==> src/rtl/pc_ctrl_pkg.sv <==
// Shared definitions for the PC sequencer: FSM states, vector defaults and
// multi-cycle FP latency defaults.
package pc_ctrl_pkg;

  typedef enum logic [0:0] {
    RUN     = 1'b0,
    FP_WAIT = 1'b1
  } pc_state_e;

  localparam logic [31:0] RESET_VECTOR_DEF   = 32'h0000_0000;
  localparam logic [31:0] TRAP_VECTOR_DEF    = 32'h0000_0100;
  localparam int          FP_DIV_CYCLES_DEF  = 12;
  localparam int          FP_SQRT_CYCLES_DEF = 16;

  // Counter width large enough for the longer of the two FP latencies.
  function automatic int cnt_width(input int div_cycles, input int sqrt_cycles);
    int longest;
    longest = (div_cycles > sqrt_cycles) ? div_cycles : sqrt_cycles;
    return (longest > 2) ? $clog2(longest) : 1;
  endfunction

endpackage

==> src/rtl/stall_counter.sv <==
// Loadable down-counter that saturates at zero; zero flags the final cycle.
module stall_counter #(
  parameter int W = 4
) (
  input  logic         clk,
  input  logic         reset,
  input  logic         load,
  input  logic [W-1:0] load_val,
  input  logic         dec,
  output logic         zero
);

  logic [W-1:0] cnt_q;
  logic [W-1:0] cnt_d;

  // Next count: load has priority over decrement, and zero holds.
  always_comb begin
    cnt_d = cnt_q;
    if (load) begin
      cnt_d = load_val;
    end else if (dec && (cnt_q != {W{1'b0}})) begin
      cnt_d = cnt_q - W'(1);
    end else begin
      cnt_d = cnt_q;
    end
  end

  // Count register, cleared asynchronously by reset.
  always_ff @(posedge clk or negedge reset) begin
    if (!reset) begin
      cnt_q <= {W{1'b0}};
    end else begin
      cnt_q <= cnt_d;
    end
  end

  assign zero = (cnt_q == {W{1'b0}});

endmodule

==> src/rtl/pc_sequencer.sv <==
// Next-PC selection and pipeline stall/flush control, including the
// multi-cycle stall window for FDIV.S / FSQRT.S and trap capture of the PC.
module pc_sequencer
  import pc_ctrl_pkg::*;
#(
  parameter logic [31:0] RESET_VECTOR   = RESET_VECTOR_DEF,
  parameter logic [31:0] TRAP_VECTOR    = TRAP_VECTOR_DEF,
  parameter int          FP_DIV_CYCLES  = FP_DIV_CYCLES_DEF,
  parameter int          FP_SQRT_CYCLES = FP_SQRT_CYCLES_DEF
) (
  input  logic        clk,
  input  logic        reset,
  input  logic [31:0] pc,
  input  logic        hz_stall,
  input  logic        br_taken,
  input  logic [31:0] br_target,
  input  logic        trap_req,
  input  logic        fp_multi_start,
  input  logic        fp_multi_op,
  output logic [31:0] pc_next,
  output logic        stall_f,
  output logic        stall_d,
  output logic        stall_e,
  output logic        flush_fd,
  output logic        flush_de,
  output logic        fp_busy,
  output logic        fp_done,
  output logic        fp_abort,
  output logic [31:0] epc
);

  localparam int CNT_W = cnt_width(FP_DIV_CYCLES, FP_SQRT_CYCLES);
  // The issue cycle and the zero cycle are both stall cycles, hence N-2.
  localparam logic [CNT_W-1:0] DIV_LOAD  = CNT_W'(FP_DIV_CYCLES - 2);
  localparam logic [CNT_W-1:0] SQRT_LOAD = CNT_W'(FP_SQRT_CYCLES - 2);

  pc_state_e        state_q;
  pc_state_e        state_d;
  logic [31:0]      epc_q;
  logic [31:0]      epc_d;
  logic             cnt_load;
  logic [CNT_W-1:0] cnt_load_val;
  logic             cnt_dec;
  logic             cnt_zero;

  stall_counter #(
    .W (CNT_W)
  ) u_stall_counter (
    .clk      (clk),
    .reset    (reset),
    .load     (cnt_load),
    .load_val (cnt_load_val),
    .dec      (cnt_dec),
    .zero     (cnt_zero)
  );

  // Request resolution: next state, next PC, pipeline controls, counter and epc updates.
  always_comb begin
    state_d      = state_q;
    epc_d        = epc_q;
    pc_next      = pc + 32'd4;
    stall_f      = 1'b0;
    stall_d      = 1'b0;
    stall_e      = 1'b0;
    flush_fd     = 1'b0;
    flush_de     = 1'b0;
    fp_busy      = 1'b0;
    fp_done      = 1'b0;
    fp_abort     = 1'b0;
    cnt_load     = 1'b0;
    cnt_load_val = {CNT_W{1'b0}};
    cnt_dec      = 1'b0;
    if (!reset) begin
      // Outputs must settle to the reset image without waiting for a clock.
      state_d = RUN;
      epc_d   = 32'h0000_0000;
      pc_next = RESET_VECTOR;
    end else begin
      case (state_q)
        RUN: begin
          if (trap_req) begin
            pc_next  = TRAP_VECTOR;
            flush_fd = 1'b1;
            flush_de = 1'b1;
            epc_d    = pc;
          end else if (br_taken) begin
            pc_next  = br_target;
            flush_fd = 1'b1;
            flush_de = 1'b1;
          end else if (fp_multi_start) begin
            pc_next      = pc;
            stall_f      = 1'b1;
            stall_d      = 1'b1;
            stall_e      = 1'b1;
            fp_busy      = 1'b1;
            cnt_load     = 1'b1;
            cnt_load_val = fp_multi_op ? SQRT_LOAD : DIV_LOAD;
            state_d      = FP_WAIT;
          end else if (hz_stall) begin
            // Hold fetch/decode and inject a bubble into EX.
            pc_next  = pc;
            stall_f  = 1'b1;
            stall_d  = 1'b1;
            flush_de = 1'b1;
          end else begin
            pc_next = pc + 32'd4;
          end
        end
        FP_WAIT: begin
          if (trap_req) begin
            // A trap kills the FP operation, even in its final cycle.
            pc_next      = TRAP_VECTOR;
            flush_fd     = 1'b1;
            flush_de     = 1'b1;
            fp_abort     = 1'b1;
            epc_d        = pc;
            cnt_load     = 1'b1;
            cnt_load_val = {CNT_W{1'b0}};
            state_d      = RUN;
          end else begin
            pc_next = pc;
            stall_f = 1'b1;
            stall_d = 1'b1;
            stall_e = 1'b1;
            fp_busy = 1'b1;
            cnt_dec = 1'b1;
            if (cnt_zero) begin
              fp_done = 1'b1;
              state_d = RUN;
            end else begin
              state_d = FP_WAIT;
            end
          end
        end
        default: begin
          pc_next = pc;
          state_d = RUN;
        end
      endcase
    end
  end

  // State and trap-PC registers, cleared asynchronously by reset.
  always_ff @(posedge clk or negedge reset) begin
    if (!reset) begin
      state_q <= RUN;
      epc_q   <= 32'h0000_0000;
    end else begin
      state_q <= state_d;
      epc_q   <= epc_d;
    end
  end

  assign epc = epc_q;

endmodule

==> config.mk <==
export PLATFORM = sky130hd
export DESIGN_NAME = pc_sequencer
export DESIGN_NICKNAME = d
export VERILOG_FILES = /design/src/rtl/pc_ctrl_pkg.sv /design/src/rtl/stall_counter.sv /design/src/rtl/pc_sequencer.sv
export SDC_FILE = /design/constraint.sdc
export NUM_CORES = 1
export LEC_CHECK = 0
export BUFFER_PORTS_ARGS = -buffer_cell sky130_fd_sc_hd__buf_2
export CAP_MARGIN = 10
export CORE_MARGIN = 2
export CORE_UTILIZATION = 52
export CTS_CLUSTER_DIAMETER = 40
export DETAILED_ROUTE_END_ITERATION = 10
export PLACE_DENSITY = 0.87
export SKIP_LAST_GASP = 1
export SYNTH_ARGS = -nofsm -noshare
export SYNTH_HDL_FRONTEND = slang
export SYNTH_SLANG_ARGS = --single-unit
==> constraint.sdc <==
create_clock -name clk -period 3.41 [get_ports clk]
set_input_delay 0.1705 -clock clk [delete_from_list [all_inputs] [get_ports clk]]
set_output_delay 0.1705 -clock clk [all_outputs]
set_load 0.01 [all_outputs]
### After elaboration in Yosys (flattened, before gate mapping)

Index checks and enable logic that the tools add are counted.
Widths: inputs -> output; s select.

| storage, ports and cells | value |
|---|---|
| bits in registers | 37 |
| input bits | 71 |

| cells by class | value |
|---|---|
| add/subtract/negate cells | 2 |
| equal/unequal tests | 1 |
| multiplexer cells | 53 |
| bitwise operators | 1 |
| reductions and logical operators | 4 |

Operators by type and width:

| operator | number |
|---|---|
| $mux 32 | 8 |
| $pmux 32 s2 | 1 |
| $add 32x3->32 const B | 1 |
| $mux 1 | 30 |
| $mux 4 | 6 |
| $pmux 1 s2 | 6 |
| $pmux 4 s2 | 1 |
| $logic_not 4->1 | 1 |
| $reduce_bool 4->1 | 1 |
| $sub 4x1->4 const B | 1 |
| $mux 3 | 1 |
| $ne 2x1->1 const B | 1 |
| $reduce_bool 2->1 | 1 |
| $logic_and 1x1->1 | 1 |
| $not 1->1 | 1 |

### Depth between registers and ports, before layout

| logic depth | value |
|---|---|
| depth in word-level cells | 7 |
| mapped depth | 6 |

### By module

From an unflattened synthesis, not the netlist that was laid out.

| second synthesis, totals | value |
|---|---|
| cells, all modules | 396 |
| area, all modules | 3204.3 um^2 |

Modules (own cells, without submodules):

| module | instances | cells each | area each (um^2) | seq. area each (um^2) |
|---|---|---|---|---|
| pc_sequencer | 1 | 369 | 2934.1 | 825.8 |
| stall_counter | 1 | 27 | 270.3 | 100.1 |

### Least setup slack after synthesis

OpenSTA, ideal clock, no wires.

| path | value |
|---|---|
| kind | input -> output |
| from | input fp_multi_start |
| to | output pc_next[16] |
| arrival time | 2.093 ns |
| required time | 3.239 ns |
| path slack | 1.146 ns |
| stages | 6 |
| path buffers | 2 |
| path through | or3b_1 -> buf_6 -> or4_1 -> buf_2 -> or4_1 -> a31oi_1 |

| on the way | value |
|---|---|
| cells in the longest elaborated chain, start to end | 5 |

RTL lines:

| item | line | RTL |
|---|---|---|
| start: declaration | pc_sequencer.sv:18 | `input logic fp_multi_start,` |
| $mux 32 | pc_sequencer.sv:90 | `end else if (fp_multi_start) begin` |
| $mux 32 | pc_sequencer.sv:86 | `end else if (br_taken) begin` |
| $mux 32 | pc_sequencer.sv:81 | `if (trap_req) begin` |
| $pmux 32 s2 | pc_sequencer.sv:79 | `case (state_q)` |
| $mux 32 | pc_sequencer.sv:73 | `if (!reset) begin` |
| end: declaration | pc_sequencer.sv:20 | `output logic [31:0] pc_next,` |

No other way between the ends.

### Worst setup path after layout

| path | value |
|---|---|
| from | input reset |
| to | output pc_next[24] |

| on the way | value |
|---|---|
| cells in the longest elaborated chain, start to end | 1 |

RTL lines:

| item | line | RTL |
|---|---|---|
| start: declaration | pc_sequencer.sv:12 | `input logic reset,` |
| $mux 32 | pc_sequencer.sv:73 |  |

No other way between the ends.

==> implementation parameters <==
Parameter                              Value

Worst setup path
  End of the worst register-to-register path ... u_stall_counter.cnt_q[1]
  CP most frequent cell ... sky130_fd_sc_hd__buf_2
  Ordered cell list for the critical path ... dlygate4sd3_1 > buf_2 > nor3b_1 > nand2_1 > a31o_2 > o211ai_1 > buf_2
  Category of the critical setup timing path ... in2out
  CP delay by family, top ... buffers and inverters
  Element type at the critical path end ... output pin
  Bufs and invs on worst path ... 3
  Worst setup slack for register-to-register paths ... between 1 and 1.5 ns
  Sort of element at the start of the critical path ... input pin
  CP required ... approximately 3.2 ns
  Biggest cell delay along the critical path ... approximately 0.90 ns
  Launching point of the worst reg2reg path ... state_q
  Cell count of the worst reg-to-reg path ... 4
  Critical-path top delay cell ... sky130_fd_sc_hd__nor3b_1
  Arrival time of data at the critical path endpoint ... roughly 2.6 ns
  Highest fanout seen on the critical path ... 26

Floorplanning
  Die outline area ... about 0.007 sq mm
  # rows ... 28
  Effective utilization at floorplan ... 0.5433
  Horizontal die dimension ... 82.88 um
  Number of ports placed on the die boundary ... 143
  Core outline area ... 0.005956 sq mm
  Die Y ... slightly above 80 um

Drt
  Mean number of vias per cell ... 6.237
  Uppermost layer routed ... met4
  Met1 Routed Length ... ~4400 um
  Metal2 WL ... 4915 um
  Routed wirelength normalized by instance count ... 17.35 um
  Vias after detailed routing ... about 3700
  Pre-Repair DR Iteration Count ... 6
  DRC violations left ... 0
  Detail Route Antenna Nets ... 0
  Number of violations reported at the end of detailed-routing iteration 0 ... between 200 and 300
  Post-Route WL ... 10250 um
  Sum of met3 wire segment lengths after detailed routing ... approximately 830 um

Timing
  Final cycle utilization of the critical path ... 0.8141
  Clock Skew ... just under 0.007 ns
  Max Clk Rate ... around 360 MHz
  Pins Over Slew Limit ... 0
  Slew Limit Headroom ... 0.3017
  Fin Setup TNS ... 0 ns
  Min Clock Period, post-route ... approximately 2.8 ns
  Final hold viol count ... 0
  Pin slew with the least headroom to its limit ... between 1 and 1.5 ns
  Setup repair after global routing missed its margin ... no
  Final Setup Violations ... 0

Clock tree
  Master cell of the clock root buffer ... sky130_fd_sc_hd__clkbuf_8
  Resized cells post-CTS ... 0
  Clock insertion delay at the later pin of the skew report ... ~0.29 ns
  Largest buffer count on any clock path ... 2
  Total number of H-tree levels ... 2
  CTS tree ... yes
  Sinks on the clock net ... 37
  Clock-pin slew reported for the worst setup and hold paths after clock tree synthesis ... 0.07 ns
  Clock buffer count from CTS ... 5

Hold path
  Launch instance of the worst min-delay path ... fp_multi_op
  Kind of path behind the tightest hold check ... in2reg
  Hold endpoint ... u_stall_counter.cnt_q[2]
  Worst Hold Path Cells ... 3

Placement
  Last weighted congestion value of the routability-driven placer ... 0.8663
  Total cell area at the placement stage ... just under 0.004 sq mm
  Placed wire-length estimate after detailed placement ... between 7000 and 8000 um
  Number of buffers added on ports ... 142

Power and ir drop
  Maximum VDD drop ... 0.2267 mV
  Static Leakage ... approximately 0.0020 uW
  Power Dens Cells ... approximately 300 mW/mm^2

Status
  Status ... finished, final reports clean

Logic synthesis
  Post-synthesis sequential element count ... 37
  Post-synthesis average cell area ... a little over 8 sq um
  Post-synthesis async set-or-reset flop share ... 1.000
  Synthesized net count ... 470
  Gate count after technology mapping ... around 400
  Cell area after synthesis ... 0.003236 sq mm
  Number of warnings printed during yosys synthesis ... 0
  Proportion of synthesized chip area in sequential cells ... 0.2862
  Most frequently used flop master after synthesis ... sky130_fd_sc_hd__dfrtp_1
  Post-synth cell types ... 55
  EDFF count, synth ... 0

Global route
  Wire length of the first global-routing pass ... about 17000 um
  Maximum number of pins on one net before global-route repair ... 34
  Number of global-route vias before repair ... 3447
  Global Route Usage Sum ... 0.2928
  Leftover overflow at the end of global routing ... 0
  Initial antenna violation count ... 0

Job
  Max-capacitance violation count ... 0

Cells and area
  Post-layout net count ... between 500 and 600
  Diodes inserted ... 0
  Fin area ... about 0.004 sq mm
  Synthesis-to-finish area growth ... 24.75%
  Total of fill cells in the finished design ... roughly 510
  Fraction of layout instances using a drive strength above 1 ... 0.3236
==> area by class of cell <==
| cell class | instances | area, sq um | share of cell area |
|---|---|---|---|
| Clock buffer | 7 | 86.33 | 0.02139 |
| Inverter | 14 | 52.55 | 0.01302 |
| Multi-Input combinational cell | 307 | 2097 | 0.5195 |
| Sequential cell | 37 | 925.9 | 0.2294 |
| Tap cell | 75 | 93.84 | 0.02325 |
| Timing Repair Buffer | 151 | 780.7 | 0.1934 |
==> worst reg2reg max path, delay by kind of cell, from the launching register on <==
family                 cells  cell delay (ns)
and+or+nand+nor            1             0.29
AOI/OAI and AO/OA          1             0.15
muxes                      1             0.34
DFF                        1             0.81
buffers and inverters      1             0.45
==> what timing repair did <==
action / CTS / global route
hold buffers: 1 / 0
endpoints found under the hold margin: 9 / 0
setup buffers: 0 / 0
==> routing by layer <==
layer / global-route usage / vias up
met5: 0 / -
met4: 0.06706 / 0
met3: 0.05765 / 11
met2: 0.4743 / 169
met1: 0.4049 / 1784
li1: - / 1722
==> sequential cells by signal (all words and copies together), names as in the netlist <==
| name | cells |
|---|---|
| state_q | 1 |
| epc | 32 |
| u_stall_counter.cnt_q | 4 |
==> synthesized netlist by cell type (all sizes together) (5+ instances only) <==
cell | instances | area share
nor4 | 10 | 0.021
mux2i | 42 | 0.13
nor2 | 28 | 0.032
a31oi | 9 | 0.017
nor2b | 38 | 0.073
nor3 | 9 | 0.014
a21oi | 12 | 0.019
o21ai | 9 | 0.014
nand3 | 12 | 0.019
nand4 | 16 | 0.031
o21a | 5 | 0.012
o211ai | 12 | 0.028
clkbuf | 27 | 0.031
buf | 12 | 0.019
or4 | 11 | 0.026
nand2 | 20 | 0.023
a22oi | 20 | 0.046
o22ai | 5 | 0.0097
dfrtp | 37 | 0.29
inv | 13 | 0.015
==> layout by cell type, fill, tap and decap left out, types with 9 or more instances in the layout <==
cell,netlist,final
sky130_fd_sc_hd__buf_2,1,142
sky130_fd_sc_hd__mux2i_1,42,42
sky130_fd_sc_hd__nor2b_1,38,37
sky130_fd_sc_hd__dfrtp_1,37,37
sky130_fd_sc_hd__nor2_1,28,28
sky130_fd_sc_hd__a22oi_1,20,20
sky130_fd_sc_hd__nand2_1,20,20
sky130_fd_sc_hd__nand4_1,16,16
sky130_fd_sc_hd__inv_1,13,13
sky130_fd_sc_hd__nand3_1,12,12
sky130_fd_sc_hd__o211ai_1,12,12
sky130_fd_sc_hd__a21oi_1,12,12
sky130_fd_sc_hd__or4_1,11,11
sky130_fd_sc_hd__nor4_1,9,9
sky130_fd_sc_hd__nor3_1,9,9
sky130_fd_sc_hd__a31oi_1,9,9
sky130_fd_sc_hd__o21ai_0,9,9
==> kinds of logic after synthesis <==
| family | after synthesis | share of synthesized area |
|---|---|---|
| AOI/OAI and AO/OA | 93 | 0.2026 |
| xor gates and xnor gates | 3 | 0.008122 |
| adders and majority gates | 2 | 0.007733 |
| buffers and inverters | 53 | 0.06651 |
| DFF | 37 | 0.2862 |
| muxes | 45 | 0.1404 |
| and+or+nand+nor | 164 | 0.2885 |
==> per-stage QoR <==
step / cells / utilization / setup slack (ns) / power, uW / hold WS, ns
floorplan: 397 / - / 1.146 / 721.4 / -0.1251
global placement: 583 / 0.6616 / 0.8364 / 866.7 / 0.1297
detailed placement: 583 / 0.6616 / 0.8180 / 876.1 / 0.1379
CTS: 591 / 0.6777 / 0.6535 / 1198 / 0.1295
global route: 591 / 0.6777 / 0.4860 / 1259 / 0.1685
finish: 591 / 0.6777 / 0.6338 / 1195 / 0.1377
==> power by group <==
part / internal, uW / switching [uW]
Sequential: 473 / 23.9
Combinational: 160 / 216
Clock: 161 / 161
==> worst max path at each step <==
stage / startpoint / end / slack, ns / cells past startpoint
floorplan: fp_multi_start / pc_next[16] / 1.15 / 6
global placement: fp_multi_start / pc_next[16] / 0.84 / 6
detailed placement: fp_multi_start / pc_next[16] / 0.82 / 6
CTS: reset / pc_next[30] / 0.65 / 7
global route: reset / pc_next[24] / 0.49 / 7
finish: reset / pc_next[24] / 0.63 / 7
(Power assumes the default switching activity.)
